--- src/rtl/jianchu.sv ---
// Sequential subtract/divide unit: one-cycle 6-bit subtract, 6-step restoring divide,
// start/busy/done handshake with results held until the next completion.
module jianchu (
    input  logic       clk,
    input  logic       rst_n,
    input  logic       start,
    input  logic [5:0] a,
    input  logic [5:0] b,
    input  logic [1:0] sl,
    output logic       busy,
    output logic       done,
    output logic [6:0] c,
    output logic [5:0] r,
    output logic       err
);

    typedef enum logic [1:0] {IDLE, CALC, DONE} state_t;

    state_t     state_q;
    logic [2:0] cnt_q;
    logic [5:0] quo_q;
    logic [5:0] dvs_q;
    logic [5:0] rem_q;
    logic       busy_q;
    logic       done_q;
    logic [6:0] c_q;
    logic [5:0] r_q;
    logic       err_q;

    logic [6:0] trial;
    logic       ge;
    logic [5:0] rem_d;
    logic [5:0] quo_d;
    logic [6:0] sub_d;

    // quo_q starts as the dividend and fills with quotient bits as dividend bits shift out.
    always_comb begin
        trial = {rem_q, quo_q[5]};
        ge    = trial[6] | (trial[5:0] >= dvs_q);
        rem_d = ge ? (trial[5:0] - dvs_q) : trial[5:0];
        quo_d = {quo_q[4:0], ge};
        sub_d = {1'b0, a} - {1'b0, b};
    end

    always_ff @(posedge clk) begin
        if (!rst_n) begin
            state_q <= IDLE;
            cnt_q   <= 3'd0;
            quo_q   <= 6'd0;
            dvs_q   <= 6'd0;
            rem_q   <= 6'd0;
            busy_q  <= 1'b0;
            done_q  <= 1'b0;
            c_q     <= 7'd0;
            r_q     <= 6'd0;
            err_q   <= 1'b0;
        end else begin
            case (state_q)
                IDLE: begin
                    if (start) begin
                        quo_q  <= a;
                        dvs_q  <= b;
                        rem_q  <= 6'd0;
                        busy_q <= 1'b1;
                        if (sl == 2'b11 && b != 6'd0) begin
                            state_q <= CALC;
                            cnt_q   <= 3'd5;
                        end else begin
                            state_q <= DONE;
                            done_q  <= 1'b1;
                            case (sl)
                                2'b00: begin
                                    c_q   <= sub_d;
                                    r_q   <= 6'd0;
                                    err_q <= 1'b0;
                                end
                                2'b11: begin
                                    c_q   <= 7'h7F;
                                    r_q   <= a;
                                    err_q <= 1'b1;
                                end
                                default: begin
                                    c_q   <= 7'd0;
                                    r_q   <= 6'd0;
                                    err_q <= 1'b1;
                                end
                            endcase
                        end
                    end
                end
                CALC: begin
                    rem_q <= rem_d;
                    quo_q <= quo_d;
                    if (cnt_q == 3'd0) begin
                        state_q <= DONE;
                        done_q  <= 1'b1;
                        c_q     <= {1'b0, quo_d};
                        r_q     <= rem_d;
                        err_q   <= 1'b0;
                    end else begin
                        cnt_q <= cnt_q - 3'd1;
                    end
                end
                DONE: begin
                    state_q <= IDLE;
                    done_q  <= 1'b0;
                    busy_q  <= 1'b0;
                end
                default: state_q <= IDLE;
            endcase
        end
    end

    assign busy = busy_q;
    assign done = done_q;
    assign c    = c_q;
    assign r    = r_q;
    assign err  = err_q;

endmodule

--- config.mk ---
export PLATFORM = sky130hd
export DESIGN_NAME = jianchu
export DESIGN_NICKNAME = d
export VERILOG_FILES = /design/src/rtl/jianchu.sv
export SDC_FILE = /design/constraint.sdc
export NUM_CORES = 1
export LEC_CHECK = 0
export ABC_AREA = 1
export CORE_UTILIZATION = 55
export DETAILED_ROUTE_END_ITERATION = 7
export PLACE_DENSITY = 0.78
export SLEW_MARGIN = 10
export SYNTH_ARGS = -nofsm -noshare
export SYNTH_HDL_FRONTEND = slang
export SYNTH_SLANG_ARGS = --single-unit
--- constraint.sdc ---
create_clock -name clk -period 2.3 [get_ports clk]
set_input_delay 0.69 -clock clk [delete_from_list [all_inputs] [get_ports clk]]
set_output_delay 0.69 -clock clk [all_outputs]
set_load 0.05 [all_outputs]
==> impl_metrics.ini <==
[worst_setup_path]
cp-start-kind = primary input
crit-reg2reg-launch = quo_q[5]
timing.reg2reg.setup_slack_ns = 0.33
r2r_end = rem_q[4]
arrival_ns = 2.44
path_cells = clkdlybuf4s50_1 -> inv_1 -> ha_1 -> inv_1 -> fa_2 -> nand3_1 -> nand2_1 -> a21oi_2 -> o21ai_0 -> nand2_1 -> nand2_1 -> a21oi_2
r2r.worst_path.cells = 10
slowest_stage = clkdlybuf4s50_1
cp-startpoint = a[0]
cp_max_fo = 3
required_ns = 2.54
max_stage_delay_ns = 0.43
crit_type = in -> reg
cpMostUsedCell = nand2_1
end_kind = flop

[sta]
worst-slew-pin-transition_ns = 0.500
post-route-min-period_ns = 2.20
setup_violations = 0
fmax_mhz = 454
min_period_over_period = 0.959
slew_violations = 0
maxSlewHeadroom = 0.665
fin_tns_setup_ns = 0
worst_slack_ns = 0.0954
hold_violations = 0
skew_ns = 0.00589

[global_route]
grt_pass1_vias = 2141
antenna_found_initial = 0
gr-total-overflow = 0
grtUsageTotal = 0.273
grt_first_pass_wirelength_um = 9460
grt_max_degree = 22

[route]
drtIter0Drc = 136
final_antenna_net_count = 0
wl_met3_um = 272
met2_length_um = 2900
via_count = 2471
highest_layer = met4
wl_per_cell_um = 12.6
drt-total-wl_um = 5960
avgViaCountPerCell = 5.22
drt-met1-wl_um = 2700
drc = 0
dr.pass1.iters = 5

[yosys]
synth_edf_count = 0
syn_area_um2 = 2430
synth-seq-cells = 39
synth-main-ff-cell = dfxtp_1
yosysWarnings = 0
postSynthCellCount = 374
syn-num-nets = 409
async_reset_ff_frac = 0
synth_area_leaders = dfxtp_1 (32%), nand2_1 (16%), inv_1 (9.4%)
yosysTopAreaCell = dfxtp_1
ys_types = 29
synth.top_cell.area_share = 0.321
syn_area_per_cell_um2 = 6.51
seq_area_frac_synth = 0.321

[cells_and_area]
ff_latch_area_um2 = 781
layout_commonest_cell = nand2_1
multi_input_area_um2 = 1370
drive_gt1_frac = 0.0922
layout_common_cells = nand2_1 (105), inv_1 (61), dfxtp_1 (39), nor2_1 (37), a21oi_1 (37)
final_design_area_no_fill_um2 = 3040
nNetsFinal = 457
diodes = 0
fin_util = 0.738
fill_cells = 352
syn_to_final_growth_pct = 24.7

[placement]
dp_slack_ns = -0.201
dp_hpwl_um = 4560
placed_area_um2 = 2940
place.gp.congestion = 0.956
io_buffers = 32

[die]
die_h_um = 68.5
rows = 23
start_util = 0.592
boundaryPins = 33
die_area_um2 = 4700
die_w_um = 68.5
coreArea_um2 = 4120

[power_and_ir_drop]
p_per_area_nw_per_um2 = 682
finalPower_mw = 2.07
vdd_drop_max_mv = 0.378
p_leak_nw = 1.45

[clock_tree]
cts-root-buf = clkbuf_8
clk_transition_reported_paths_ns = 0.08
cts_made_buffers = 5
max-clock-path-buffers = 2
htree_levels = 2
cts_sinks = 39
cts_tree = done
postCtsHoldBufs = 0
postCtsSetupRepairBufs = 0
clock_latency_ns = 0.30
cts_resized = 0

[worst_hold_path]
hold_depth = 2
whs_endpoint = busy
worstHoldPathType = reg -> reg
min_from = busy

[status]
status = complete, no violations

[job]
max-cap-violations = 0
==> kinds of logic (layout without fill, tap and decap cells) <==
group / count (synthesis) / after routing / synth area share
simple gates: 178 / 178 / 0.307
buf+inv: 72 / 121 / 0.119
compound gates: 64 / 64 / 0.144
flops: 39 / 39 / 0.321
fa+ha+maj: 18 / 18 / 0.0987
xor+xnor: 3 / 3 / 0.0108
==> worst max path at each step <==
| stage | slack (ns) | endpoint | cells past startpoint |
|---|---|---|---|
| 3_5_place_dp | -0.20 | c[4] | 12 |
| 6_report | 0.1 | c[4] | 12 |
| 2_1_floorplan | 0.37 | c[4] | 11 |
| 4_1_cts | 0.09 | c[4] | 12 |
| 3_3_place_gp | -0.16 | c[4] | 12 |
| 5_1_grt | -0.03 | c[4] | 12 |
==> registers in the layout, indices dropped and copies added, names as in the netlist <==
register and cells:
rem_q 6, done 1, dvs_q 6, c 7, cnt_q 3, quo_q 6
err 1, r 6, busy 1, state_q 2
==> critical path, delay by kind of cell <==
family | cells | cell delay (ns)
fa+ha+maj | 2 | 0.52
compound gates | 3 | 0.33
simple gates | 4 | 0.30
buf+inv | 3 | 0.60
==> routing by layer <==
metal  global-route usage  vias up
li1                     -     1280
met1                0.345     1112
met2                0.480       68
met3               0.0411       11
met4               0.0729        0
met5                    0        -
==> final cells by class <==
class,count,share of cell area
Inverter,62,0.0767
Tap cell,50,0.0206
Multi-Input combinational cell,263,0.451
Sequential cell,39,0.257
Clock buffer,5,0.0227
Timing Repair Buffer,51,0.165
Clock inverter,3,0.00660
==> synthesized netlist by cell type, types with 2 or more instances <==
cell      number
a21oi_1       38
a21oi_2        5
a31oi_1        3
buf_2          4
buf_6          2
clkbuf_1       4
dfxtp_1       39
fa_1           2
ha_1          16
inv_1         61
nand2_1      105
nand3_1       17
nand4_1       10
nor2_1        37
nor2_2         2
nor3_1         2
o21ai_0       12
o21ai_1        3
xor2_1         2
==> metrics by stage <==
stage	hold slack [ns]	std cells
finish	0.465	473
detailed placement	0.453	465
floorplan	0.435	374
global route	0.497	473
global placement	0.452	465
CTS	0.465	473
==> power breakdown <==
group	switching [mW]	internal [mW]
Sequential	0.0333	0.742
Combinational	0.511	0.311
Clock	0.263	0.211
Total	0.807	1.26
Power figures use the tool's default switching activity.
